<file path="config.mk">
export PLATFORM = sky130hd
export DESIGN_NAME = fifo_rd_stream
export DESIGN_NICKNAME = d
export VERILOG_FILES = /design/src/rtl/fifo_rd_stream.sv
export SDC_FILE = /design/constraint.sdc
export NUM_CORES = 1
export LEC_CHECK = 0
export ABC_AREA = 1
export BUFFER_PORTS_ARGS = -buffer_cell sky130_fd_sc_hd__buf_2
export CAP_MARGIN = 20
export CORE_AREA = 10 10 107 85
export DETAILED_ROUTE_END_ITERATION = 8
export DIE_AREA = 0 0 117 95
export SKIP_CTS_REPAIR_TIMING = 1
export SYNTH_ARGS = -nofsm -noshare
export SYNTH_HDL_FRONTEND = slang
export SYNTH_SLANG_ARGS = --single-unit
export TNS_END_PERCENT = 100
</file>
<file path="constraint.sdc">
create_clock -name r_clk -period 1.7 [get_ports r_clk]
set_clock_uncertainty 0.15 [all_clocks]
set_input_delay 0.17 -clock r_clk [delete_from_list [all_inputs] [get_ports r_clk]]
set_output_delay 0.17 -clock r_clk [all_outputs]
set_load 0.01 [all_outputs]
</file>
<file path="src/rtl/fifo_rd_stream.sv">
// Read-side consumer for the async FIFO: turns the FIFO read port into a
// valid/ready stream through a 2-entry head/skid buffer and counts delivered words.
module fifo_rd_stream #(
  parameter int WIDTH = 8,
  parameter int CNT_W = 16
) (
  input  logic             r_clk,
  input  logic             rst_n,
  input  logic             en,
  input  logic             empty,
  input  logic [WIDTH-1:0] rdata,
  output logic             rd_rq,
  output logic             m_valid,
  input  logic             m_ready,
  output logic [WIDTH-1:0] m_data,
  output logic [CNT_W-1:0] xfer_cnt,
  output logic             busy
);

  logic             run_r;
  logic [1:0]       occ_r;
  logic             inflight_r;
  logic [WIDTH-1:0] head_r;
  logic [WIDTH-1:0] skid_r;
  logic [CNT_W-1:0] cnt_r;

  logic             pop_s;
  logic [1:0]       committed_s;
  logic             rd_rq_s;
  logic [1:0]       occ_s;
  logic [WIDTH-1:0] head_s;
  logic [WIDTH-1:0] skid_s;

  // Read request: only issue when the word's slot is guaranteed after this cycle's pop.
  always_comb begin
    pop_s       = (occ_r != 2'd0) & m_ready;
    // pop implies occ >= 1, so the subtraction cannot underflow; result is 0..2
    committed_s = occ_r + {1'b0, inflight_r} - {1'b0, pop_s};
    if (run_r & en & ~empty & (committed_s < 2'd2)) begin
      rd_rq_s = 1'b1;
    end else begin
      rd_rq_s = 1'b0;
    end
  end

  // Buffer next state: capture of the in-flight word and/or pop of the head.
  always_comb begin
    occ_s  = occ_r;
    head_s = head_r;
    skid_s = skid_r;
    case ({inflight_r, pop_s})
      2'b10: begin
        case (occ_r)
          2'd0:    head_s = rdata;
          2'd1:    skid_s = rdata;
          default: skid_s = skid_r;
        endcase
        if (occ_r != 2'd2) begin
          occ_s = occ_r + 2'd1;
        end else begin
          occ_s = occ_r;
        end
      end
      2'b11: begin
        if (occ_r == 2'd1) begin
          head_s = rdata;
        end else begin
          head_s = skid_r;
          skid_s = rdata;
        end
      end
      2'b01: begin
        head_s = skid_r;
        occ_s  = occ_r - 2'd1;
      end
      default: begin
        occ_s  = occ_r;
      end
    endcase
  end

  // run_r holds off reads until the first edge after reset release.
  always_ff @(posedge r_clk or negedge rst_n) begin
    if (!rst_n) begin
      run_r      <= 1'b0;
      occ_r      <= 2'd0;
      inflight_r <= 1'b0;
      head_r     <= '0;
      skid_r     <= '0;
    end else begin
      run_r      <= 1'b1;
      occ_r      <= occ_s;
      inflight_r <= rd_rq_s;
      head_r     <= head_s;
      skid_r     <= skid_s;
    end
  end

  // Delivered-word counter, wraps naturally at 2^CNT_W.
  always_ff @(posedge r_clk or negedge rst_n) begin
    if (!rst_n) begin
      cnt_r <= '0;
    end else if (pop_s) begin
      cnt_r <= cnt_r + {{(CNT_W-1){1'b0}}, 1'b1};
    end else begin
      cnt_r <= cnt_r;
    end
  end

  assign rd_rq    = rd_rq_s;
  assign m_valid  = (occ_r != 2'd0);
  assign m_data   = head_r;
  assign xfer_cnt = cnt_r;
  assign busy     = (occ_r != 2'd0) | inflight_r;

endmodule
</file>
==> flow_summary.ini <==
[floorplan]
die_y_um = 95
die_x_um = 117
dieArea_mm2 = 0.0111
boundaryPins = 40
coreArea_mm2 = 0.00709
start_util_pct = 29.0
num_rows = 27

[yosys]
syn_avg_cell_area_um2 = 7.81
synth.distinct_cells = 27
syn-cell-area_mm2 = 0.00206
ys_seq_area_share_pct = 43.7
synth.ff_latch_count = 36
netlist_instances = 264
syn-num-nets = 284
yosysWarnings = 0

[detailed_routing]
avgViaCountPerCell = 4.46
drtIter0Drc = 104
wl_per_cell_um = 12.7
vias = 1924
postRouteAntennaNets = 0
drc = 0
first_pass_iters = 4
drt_wl_total_mm = 5.45

[clock_network]
htreeDepth = 2
clk_latency_ps = 280
cts_tree = built
cts-root-buf = clkbuf_8
clockBufferDepth = 2
cts.sinks = 36
cts-buffers-inserted = 5
clk_pin_slew_ps = 70

[layout]
final_util_pct = 41.9
n_antenna_cell = 0
finalNetCount = 364
syn2layout_area_growth_pct = 44.4
fin_cells = 431
n_fill_cell = 689
layout-drive-gt1-share_pct = 37.8
final_cell_area_mm2 = 0.00298

[timing]
fmax_ghz = 0.456
whs_ps = 78.3
rsz0062_at_grt = true
fin_crit_ps = 2190
post-route-period-util_pct = 129
layout_setup_ws_ps = -494
finalHoldViolCount = 0
slew_violations = 0
setup_viol = 21

[pwr]
power_density_mw_per_mm2 = 1490
power_uw = 4430
p_leak_uw = 0.00144
peakVddDrop_mv = 0.430

[place]
io_buffers = 39
place_inst = 413
dpl.hpwl_mm = 3.89
postPlaceCellArea_mm2 = 0.00261
gp_congestion = 0.813

[worst_setup_path]
crit_path_top_delay_cell = dfrtp_1
rrSetupSlack_ps = -280
cp-start-kind = flip-flop
cp_max_fo = 2
cp-end-kind = output port
path_cells = inv_2 > ha_4 > inv_4 > nand2_8 > ha_4 > inv_2 > nand2_2 > xor2_2 > inv_1 > nand2_1 > a21oi_2 > buf_2
critPathTopFamily = buffers and inverters
arrival_ps = 1870
crit_buf_inv = 5
required_ps = 1380
crit_type = flip-flop to output port
cpPeakStageDelay_ps = 360

[global_route]
grt_antenna_before_repair = 0
grt_max_degree = 37
gr-total-overflow = 0
grt_pass1_wl_mm = 8.20
grt_pass1_vias = 1788
track_usage_pct = 9.25

[outcome]
violations = negative setup slack
outcome = complete, but fails checks

[worst_hold_path]
hold_path_class = input pin to flip-flop

[run]
cap_violations = 0
==> layout by cell type, fill, tap and decap left out, drive strengths merged <==
cell type	netlist	layout
nand2	85	85
buf	5	73
dfrtp	36	36
inv	36	36
o21ai	32	32
nor2	24	24
xor2	8	8
clkbuf	0	7
ha	7	7
nand3	6	6
nand4	5	5
xnor2	5	5
o211ai	4	4
nand3b	3	3
dlygate4sd3	0	3
nor3	3	3
a21oi	2	2
mux2i	1	1
or2	1	1
clkinv	0	1
clkdlybuf4s15	0	1
conb	1	1
==> cell usage after synthesis <==
library cell  instances  share of area [%]
nand2_1              80                 15
nand3_1               6                1.5
a21oi_1               2               0.49
nor3_2                1               0.49
buf_2                 4               0.97
or2_2                 1               0.30
nand4_1               5                1.5
conb_1                1               0.18
ha_1                  7                4.2
nand3b_1              3                1.1
nor2_4                1               0.55
nor2_2                3               0.91
o21ai_4               1               0.79
nand2_2               5                1.5
o211ai_1              4                1.5
o21ai_1              13                3.2
dfrtp_1              36                 44
o21ai_0              16                3.9
inv_2                 4               0.73
xor2_1                8                3.4
nor2_1               20                3.6
mux2i_4               1                1.1
nor3_1                2               0.49
inv_1                32                5.8
xnor2_1               5                2.1
o21ai_2               2               0.85
buf_6                 1               0.55
==> layer usage <==
layer	track usage, %	wire length [um]
met4	4.52	102
met5	0	0
met3	2.03	247
met2	15.6	2760
met1	10.9	2350
==> path summary, 6_finish.rpt <==
kind                       cells after the start          end       from
min reg2reg                                    2    m_data[0]  m_data[0]
max                                           12        rd_rq   occ_r[0]
max in group asynchronous                      3  xfer_cnt[8]      rst_n
min in group asynchronous                      3    skid_r[6]      rst_n
max reg2reg                                   12    m_data[3]   occ_r[1]
min                                            5    skid_r[7]   rdata[7]
==> layout make-up <==
| type | instances | area, um^2 | area share [%] |
|---|---|---|---|
| multi-input combinational | 187 | 1180 | 39.8 |
| sequential | 36 | 901 | 30.3 |
| timing repair buffer | 78 | 559 | 18.8 |
| inverter | 36 | 145 | 4.88 |
| tap | 87 | 109 | 3.66 |
| clock buffer | 6 | 72.6 | 2.44 |
| clock inverter | 1 | 5.00 | 0.168 |
==> per-stage QoR <==
| step | TNS (ps) | setup WS (ps) |
|---|---|---|
| 2_1_floorplan | -317 | -165 |
| 3_3_place_gp | -833 | -154 |
| 3_5_place_dp | -1250 | -232 |
| 4_1_cts | -1940 | -562 |
| 5_1_grt | -5800 | -609 |
| 6_report | -3780 | -494 |
==> logic make-up after synthesis <==
logic type / share of synthesized area (%)
other: 0.182
AO/OA/AOI/OAI: 10.6
buffers and inverters: 8.08
XOR/XNOR: 5.53
adder cells (fa/ha/maj): 4.25
multiplexers: 1.09
flip-flops: 43.7
AND/OR/NAND/NOR: 26.5
==> worst reg2reg max path: cells and delay by family, from the launching register on <==
| family | cells | cell delay (ps) |
|---|---|---|
| adder cells (fa/ha/maj) | 1 | 140 |
| buffers and inverters | 7 | 660 |
| flip-flops | 1 | 390 |
| AND/OR/NAND/NOR | 4 | 530 |
==> registers in the layout, summed over array words and instances, names as in the netlist <==
name / flops
inflight_r: 1
m_data: 8
occ_r: 2
run_r: 1
xfer_cnt: 16
skid_r: 8
==> power by group <==
group	leakage [uW]	internal, uW	switching (uW)
registers	0.000439	1150	176
logic	0.000964	1150	1380
clock network	0.0000410	278	293
total	0.00144	2580	1850
No activity file was read; power rests on OpenSTA's default activity.
